$ cat src/rtl/poly_fifo_reader.sv
// rtl/poly_fifo_reader.sv - iNTT polynomial FIFO drain stage: two-line RAM reads to a line stream (optional counters: POLY_FIFO_READER_PERF_EN)
`ifndef ADDR_WIDTH
`define ADDR_WIDTH 3
`endif
`ifndef BIT_WIDTH
`define BIT_WIDTH 16
`endif
`ifndef LINE_SIZE
`define LINE_SIZE 2
`endif

module poly_fifo_reader #(
  parameter int POLY_LINES = 2**`ADDR_WIDTH
) (
  input  logic                               clk,
  input  logic                               rstn,
  input  logic                               sink_empty,
  input  logic [`BIT_WIDTH*`LINE_SIZE-1:0]   sink_dA,
  input  logic [`BIT_WIDTH*`LINE_SIZE-1:0]   sink_dB,
  output logic [`ADDR_WIDTH-1:0]             sink_addrA,
  output logic [`ADDR_WIDTH-1:0]             sink_addrB,
  output logic                               rd_finish,
  output logic                               rd_en,
  output logic [`BIT_WIDTH*`LINE_SIZE-1:0]   out_data,
  output logic                               out_valid,
  input  logic                               out_ready,
  output logic                               out_last
`ifdef POLY_FIFO_READER_PERF_EN
  ,
  output logic [15:0]                        poly_cnt,
  output logic [31:0]                        stall_cnt
`endif
);

  localparam int AW = `ADDR_WIDTH;

  typedef enum logic [2:0] {IDLE, ISSUE, BEAT_A, BEAT_B, FINISH} state_t;

  state_t        state;
  logic [AW-1:0] k;
  logic [AW-1:0] pair;
  logic          last_pair;
  logic          adv;

  assign last_pair = (k == AW'(POLY_LINES/2 - 1));
  // Accepting a non-final B line immediately fetches the next pair so A data lands on the next cycle.
  assign adv       = (state == BEAT_B) && out_ready && !last_pair;
  assign rd_en     = (state == ISSUE) || adv;
  assign pair      = adv ? k + AW'(1) : k;

  // Addresses are only meaningful alongside the read strobe; park them at zero otherwise.
  always_comb begin
    sink_addrA = '0;
    sink_addrB = '0;
    if (rd_en) begin
      sink_addrA = pair << 1;
      sink_addrB = (pair << 1) + AW'(1);
    end
  end

  // RAM output holds between reads, so the line is steered straight from the sink port.
  always_comb begin
    out_data = '0;
    case (state)
      BEAT_A:  out_data = sink_dA;
      BEAT_B:  out_data = sink_dB;
      default: out_data = '0;
    endcase
  end

  // Sequencer: claim a slot, issue pair reads, stream A then B, release the slot on FINISH.
  always_ff @(posedge clk) begin
    if (!rstn) begin
      state     <= IDLE;
      k         <= '0;
      out_valid <= 1'b0;
      out_last  <= 1'b0;
      rd_finish <= 1'b1;
    end else begin
      case (state)
        IDLE: begin
          if (!sink_empty) begin
            k         <= '0;
            rd_finish <= 1'b0;
            state     <= ISSUE;
          end
        end
        ISSUE: begin
          out_valid <= 1'b1;
          state     <= BEAT_A;
        end
        BEAT_A: begin
          if (out_ready) begin
            out_last <= last_pair;
            state    <= BEAT_B;
          end
        end
        BEAT_B: begin
          if (out_ready) begin
            out_last <= 1'b0;
            if (last_pair) begin
              out_valid <= 1'b0;
              rd_finish <= 1'b1;
              state     <= FINISH;
            end else begin
              k     <= k + AW'(1);
              state <= BEAT_A;
            end
          end
        end
        FINISH: begin
          k     <= '0;
          state <= IDLE;
        end
        default: state <= IDLE;
      endcase
    end
  end

`ifdef POLY_FIFO_READER_PERF_EN
  // Saturating activity counters: completed polynomials and backpressured cycles.
  always_ff @(posedge clk) begin
    if (!rstn) begin
      poly_cnt  <= '0;
      stall_cnt <= '0;
    end else begin
      if (state == FINISH && poly_cnt != 16'hFFFF)
        poly_cnt <= poly_cnt + 16'd1;
      if (out_valid && !out_ready && stall_cnt != 32'hFFFF_FFFF)
        stall_cnt <= stall_cnt + 32'd1;
    end
  end
`endif

endmodule

$ cat config.mk
export PLATFORM = sky130hd
export DESIGN_NAME = poly_fifo_reader
export DESIGN_NICKNAME = d
export VERILOG_FILES = /design/src/rtl/poly_fifo_reader.sv
export SDC_FILE = /design/constraint.sdc
export NUM_CORES = 1
export LEC_CHECK = 0
export ABC_CLOCK_PERIOD_IN_PS = 1900
export CAP_MARGIN = 20
export CORE_MARGIN = 4
export CORE_UTILIZATION = 28
export CTS_CLUSTER_SIZE = 8
export DETAILED_ROUTE_END_ITERATION = 8
export MAX_ROUTING_LAYER = met4
export PLACE_DENSITY_LB_ADDON = 0.05
export SLEW_MARGIN = 40
export SYNTH_ARGS = -nofsm -noshare
export SYNTH_HDL_FRONTEND = slang
export SYNTH_SLANG_ARGS = --single-unit
$ cat constraint.sdc
create_clock -name clk -period 1.9 [get_ports clk]
set_input_delay 0.38 -clock clk [delete_from_list [all_inputs] [get_ports clk]]
set_output_delay 0.38 -clock clk [all_outputs]
set_load 0.1 [all_outputs]
; ---- Yosys cells after proc, flatten, opt, wreduce, memory -nomap -nowiden
; Cells that the tools add are included.
[totals]
input_bits = 68
reg_bits = 9
out_inout_bits = 42
[op_classes]
n_eq_ne = 10
addsub = 2
mux = 23
n_reduce_logical = 14
[ops]
columns = cell, n
row1 = $pmux 32 s2, 1
row2 = $mux 3, 9
row3 = $pmux 3 s4, 1
row4 = $ne 2x2->1 const B, 5
row5 = $eq 3x2->1 const B, 3
row6 = $pmux 3 s3, 1
row7 = $reduce_and 3->1, 3
row8 = $reduce_and 4->1, 2
row9 = $mux 1, 7
row10 = $add 3x1->3 const B, 2
row11 = $pmux 1 s2, 3
row12 = $reduce_bool 2->1, 3
row13 = $eq 3x1->1 const B, 1
row14 = $eq 3x3->1 const B, 1
row15 = $logic_not 3->1, 1
row16 = $reduce_bool 3->1, 1
row17 = $logic_and 1x1->1, 2
row18 = $mux 2, 1
row19 = $logic_not 1->1, 1
row20 = $logic_or 1x1->1, 1

; ---- Depth between registers and ports, before layout
[logic_depth]
word_depth = 6
depth_mapped = 6
ltp_nobuf = 5

; ---- Worst setup path before layout
; OpenSTA, ideal clock, no wires.
[synth_timing]
kind = register to output
start = register k[0]
end = output sink_addrB[1]
arrival_time_ps = 3218
setup_slack_ps = -1698
n_path_buf = 1
path_stages_with_launch = 7
t_required_ps = 1520
cell_sequence = dfxtp_1 -> ha_1 -> ha_1 -> nand2b_1 -> or3_1 -> a21oi_1 -> buf_4
[synth_between]
elab_chain_cells = 6
elab_cells_between_ends = 8
cone_classes = add/sub (2) / eq/ne (1) / mux (2) / reduce/logical (3)
[synth_rtl]
columns = item, line
row1 = "start, declared", 40  ; logic [AW-1:0] k;
row2 = "start signal, assigned", 106  ; k <= k + AW'(1);
row3 = branches (longest 5 deep; another with $add 3x1->3), --
row4 = $mux 3 *, 55  ; if (rd_en) begin
row5 = "end, declared", 21  ; output logic [`ADDR_WIDTH-1:0] sink_addrB,
; Every way passes the cells marked *.

; ---- Worst setup path after layout
[layout_timing]
start = register k[1]
end = output sink_addrB[1]
[layout_between]
elab_chain_cells = 6
elab_cells_between_ends = 7
cone_classes = add/sub (1) / eq/ne (1) / mux (2) / reduce/logical (3)
[layout_rtl]
columns = item, line
row1 = $eq 3x2->1 *, 45  ; assign last_pair = (k == AW'(POLY_LINES/2 - 1));
row2 = $logic_not 1->1 *, 47  ; assign adv = (state == BEAT_B) && out_ready && !last_pair;
row3 = $logic_and 1x1->1 *, 47
row4 = $mux 2, 49  ; assign pair = adv ? k + AW'(1) : k;
row5 = $add 3x1->3, 57  ; sink_addrB = (pair << 1) + AW'(1);
row6 = $mux 3 *, 55
; Mark *: on every way between the ends. The rest lies on a longest branch, timed or not.

==> impl_metrics.csv <==
group,metric,value,unit
clock_network,insertion_delay,0.27,ns
timing,finClkSkew,0.008987,ns
hold_path,hold_class,"register to register",
routing,dr.pass1.iters,4,
clock_network,h-tree-depth,1,
setup_path,reg2regPathDepth,6,
routing,drtIter0Drc,58,
floorplanning,ioPinCount,110,
floorplanning,rows,21,
finish,syn2layout_area_growth,197.1,%
setup_path,worstPathArrival,1.81,ns
setup_path,crit_top_cell,"ha_4",
yosys,postSynthAreaPerCell,7.498,um2
timing,finalMaxSlewViolations,0,
yosys,ys_types,29,
global_routing,grtUsageTotal,22.82,%
floorplanning,core,3390,um2
yosys,synthMuxAreaShare,33.37,%
routing,drc,0,
finish,drive_above_1_share,44.13,%
routing,vias_per_cell,4.874,
finish,diodes,0,
timing,period_minus_slack,2.189,ns
place,postPlaceCellArea,2844,um2
timing,fin_crit_sh,115.2,%
yosys,ys_seq_area_share,17.93,%
yosys,ys_ff_latch,9,
finish,fillCellCount,146,
floorplanning,die_width,67.90,um
timing,setup_violations,19,
routing,finalWirelength,5.438,mm
setup_path,worstSetupEndpointType,"output pin",
finish,utilization,88.08,%
setup_path,path_depth,6,
finish,ff_latch_area,187.7,um2
timing,fin_ws,-0.2895,ns
clock_network,numCtsBuffers,3,
setup_path,worst-path-max-fanout,2,
routing,route.antenna.remaining_nets,0,
timing,max_freq,456.7,MHz
global_routing,antenna_found_initial,0,
floorplanning,die_y,67.90,um
finish,nets,318,
yosys,netlist_area,1005,um2
yosys,synth-compound-area-share,8.468,%
yosys,yosys.area_share.adder,2.491,%
global_routing,grt_pass1_vias,1502,
timing,fin_setup_tns,-2.713,ns
finish,fin_cells,293,
clock_network,cts_tree,"yes",
setup_path,path_delay_family,"simple AND/OR/NAND/NOR gates",
setup_path,worstPathCellList,"ha_4, ha_4, nand2b_4, or3_4, a21oi_4, buf_12",
yosys,synth_fp_nets,204,
floorplanning,die_area,4610,um2
place,dp_hpwl,4.173,mm
timing,rsz0062_at_grt,"yes",
setup_path,start_kind,"register",
yosys,synth_top_family_by_area,"multiplexers",
place,dp_cells,285,
routing,routedWlPerCell,18.56,um
clock_network,cts.sinks,9,
yosys,synth-xor-area-share,0.8717,%
finish,multiInputGateArea,1047,um2
pwr,pwr_density_cell,502.3,nW/um2
global_routing,grt_pass1_wl,7.645,mm
setup_path,cp_slowest_stage_delay,0.34,ns
pwr,p_leak,1.071,nW
floorplanning,initial_core_util,29.64,%
setup_path,crit_buf_inv,1,
global_routing,grt_max_degree,31,
setup_path,slowest_stage,"dfxtp_2",
setup_path,cp.required,1.52,ns
hold_path,min_path_cells,2,
yosys,yosysWarnings,0,
run_status,violations,"setup timing",
clock_network,cts-root-buf,"clkbuf_4",
clock_network,clk_pin_slew,0.07,ns
place,numPortBuffers,108,
global_routing,grt-ovfl-total,0,
yosys,synthSimpleGateAreaFrac,26.15,%
place,gp_congestion,0.9221,
run_status,status,"finished with violations",
flow_run,max_cap_viol_count,0,
setup_path,worst-setup-path-type,"register to output pin",
timing,hold_viol,0,
clock_network,cts_buffer_depth,2,
routing,num_vias,1428,
pwr,fin_total_pwr,1.500,mW
pwr,peakVddDrop,535.2,uV
yosys,netlist_instances,134,
finish,final_area,2985,um2
==> kinds of logic (layout without fill, tap and decap cells) <==
family	Yosys count	after routing
adders and majority gates	2	2
AOI/OAI and AO/OA	13	13
muxes	33	33
buffers and inverters	18	131
xor gates and xnor gates	1	1
and+or+nand+nor	57	57
DFF	9	9
other	1	1
==> per-layer routing <==
metal	GRT usage, %	part of all wire (%)	vias to the layer above
met5	-	0	-
li1	-	-	689
met2	43.74	56	85
met1	22.60	33	643
met4	7.940	2.4	0
met3	4.762	9.2	11
==> state kept, by name, indices dropped and copies added, names as in the netlist <==
| name | flops |
|---|---|
| out_last | 1 |
| rd_finish | 1 |
| state | 3 |
| k | 3 |
| out_valid | 1 |
==> layout by cell type, fill, tap and decap left out, types with 2 or more instances in the layout <==
cell type / Yosys / layout
a21oi_1: 6 / 3
a21oi_4: 0 / 3
a31o_1: 2 / 2
buf_12: 0 / 39
buf_4: 8 / 9
buf_6: 0 / 4
clkbuf_4: 0 / 3
clkdlybuf4s50_1: 0 / 66
dfxtp_1: 9 / 5
dfxtp_2: 0 / 3
ha_4: 0 / 2
inv_1: 4 / 3
inv_2: 1 / 2
mux2i_1: 32 / 30
mux2i_2: 0 / 2
nand2_1: 3 / 3
nand2b_1: 5 / 3
nand2b_4: 0 / 2
nor2_1: 36 / 4
nor2_4: 0 / 32
nor3_1: 3 / 3
nor4_1: 3 / 3
or3_4: 1 / 2
==> synth_stat cells <==
library cell	number	share of area (%)
nor3_1	3	1.5
nor4_1	3	1.9
nand2_2	1	0.62
buf_2	5	2.5
xor2_1	1	0.87
a31o_1	2	1.7
buf_4	8	6.0
or4_1	1	0.75
nand4b_1	1	0.87
or3_4	1	1.1
nand2_1	3	1.1
a211oi_1	1	0.75
dfxtp_1	9	18
mux2_4	1	1.5
mux2i_1	32	32
nand4_1	1	0.62
inv_2	1	0.37
nor2_1	36	13
nand3_1	1	0.50
inv_1	4	1.5
ha_1	2	2.5
a2bb2oi_1	1	0.87
nand2b_1	5	3.1
o211ai_1	1	0.75
o21ai_1	1	0.50
a21oi_1	6	3.0
or3_1	1	0.62
conb_1	1	0.37
o41ai_1	1	0.87
==> final cells by class <==
class	count	share of cell area [%]
flip-flops and latches	9	6.287
well taps	46	1.928
multi-input cells	107	35.08
repair buffers	122	55.20
inverters	5	0.6287
clock buffers	4	0.8801
==> stage by stage <==
step           hold WS, ns  setup slack (ns)
5_1_grt             0.5351           -0.3479
2_1_floorplan       0.4689           -0.4984
4_1_cts             0.4941           -0.2848
3_5_place_dp        0.4843           -0.2157
6_report            0.4975           -0.2895
3_3_place_gp        0.4700           -0.2054
==> worst min-delay path, stage by stage (launching register included) <==
cell and delay, ns:
dfxtp_1 0.31, o21ai_1 0.08, a21oi_1 0.06
==> path summary, 6_finish.rpt <==
check | startpoint | endpoint | slack, ns
max | k[1]$_SDFFE_PN0P_ | sink_addrB[1] | -0.29
min | out_last$_SDFFE_PN0P_ | out_last$_SDFFE_PN0P_ | 0.50
min reg2reg | out_last$_SDFFE_PN0P_ | out_last$_SDFFE_PN0P_ | 0.50
max reg2reg | k[1]$_SDFFE_PN0P_ | k[2]$_SDFFE_PN0P_ | 0.17
==> report_power, final <==
part	switching [mW]	internal, mW	total, mW
logic	0.669	0.465	1.13
registers	0.00965	0.198	0.208
clock network	0.0763	0.0813	0.158
total	0.755	0.744	1.50
==> timing repair <==
item                                    in CTS  in global routing
gates resized for setup                      7                  7
setup buffers                                3                  1
endpoints found under the hold margin        0                  0
pin swaps                                    4                  4
endpoints found under the setup margin      38                 28
gates cloned                                 1                  1
hold buffers                                 0                  0
(Power assumes the default switching activity.)
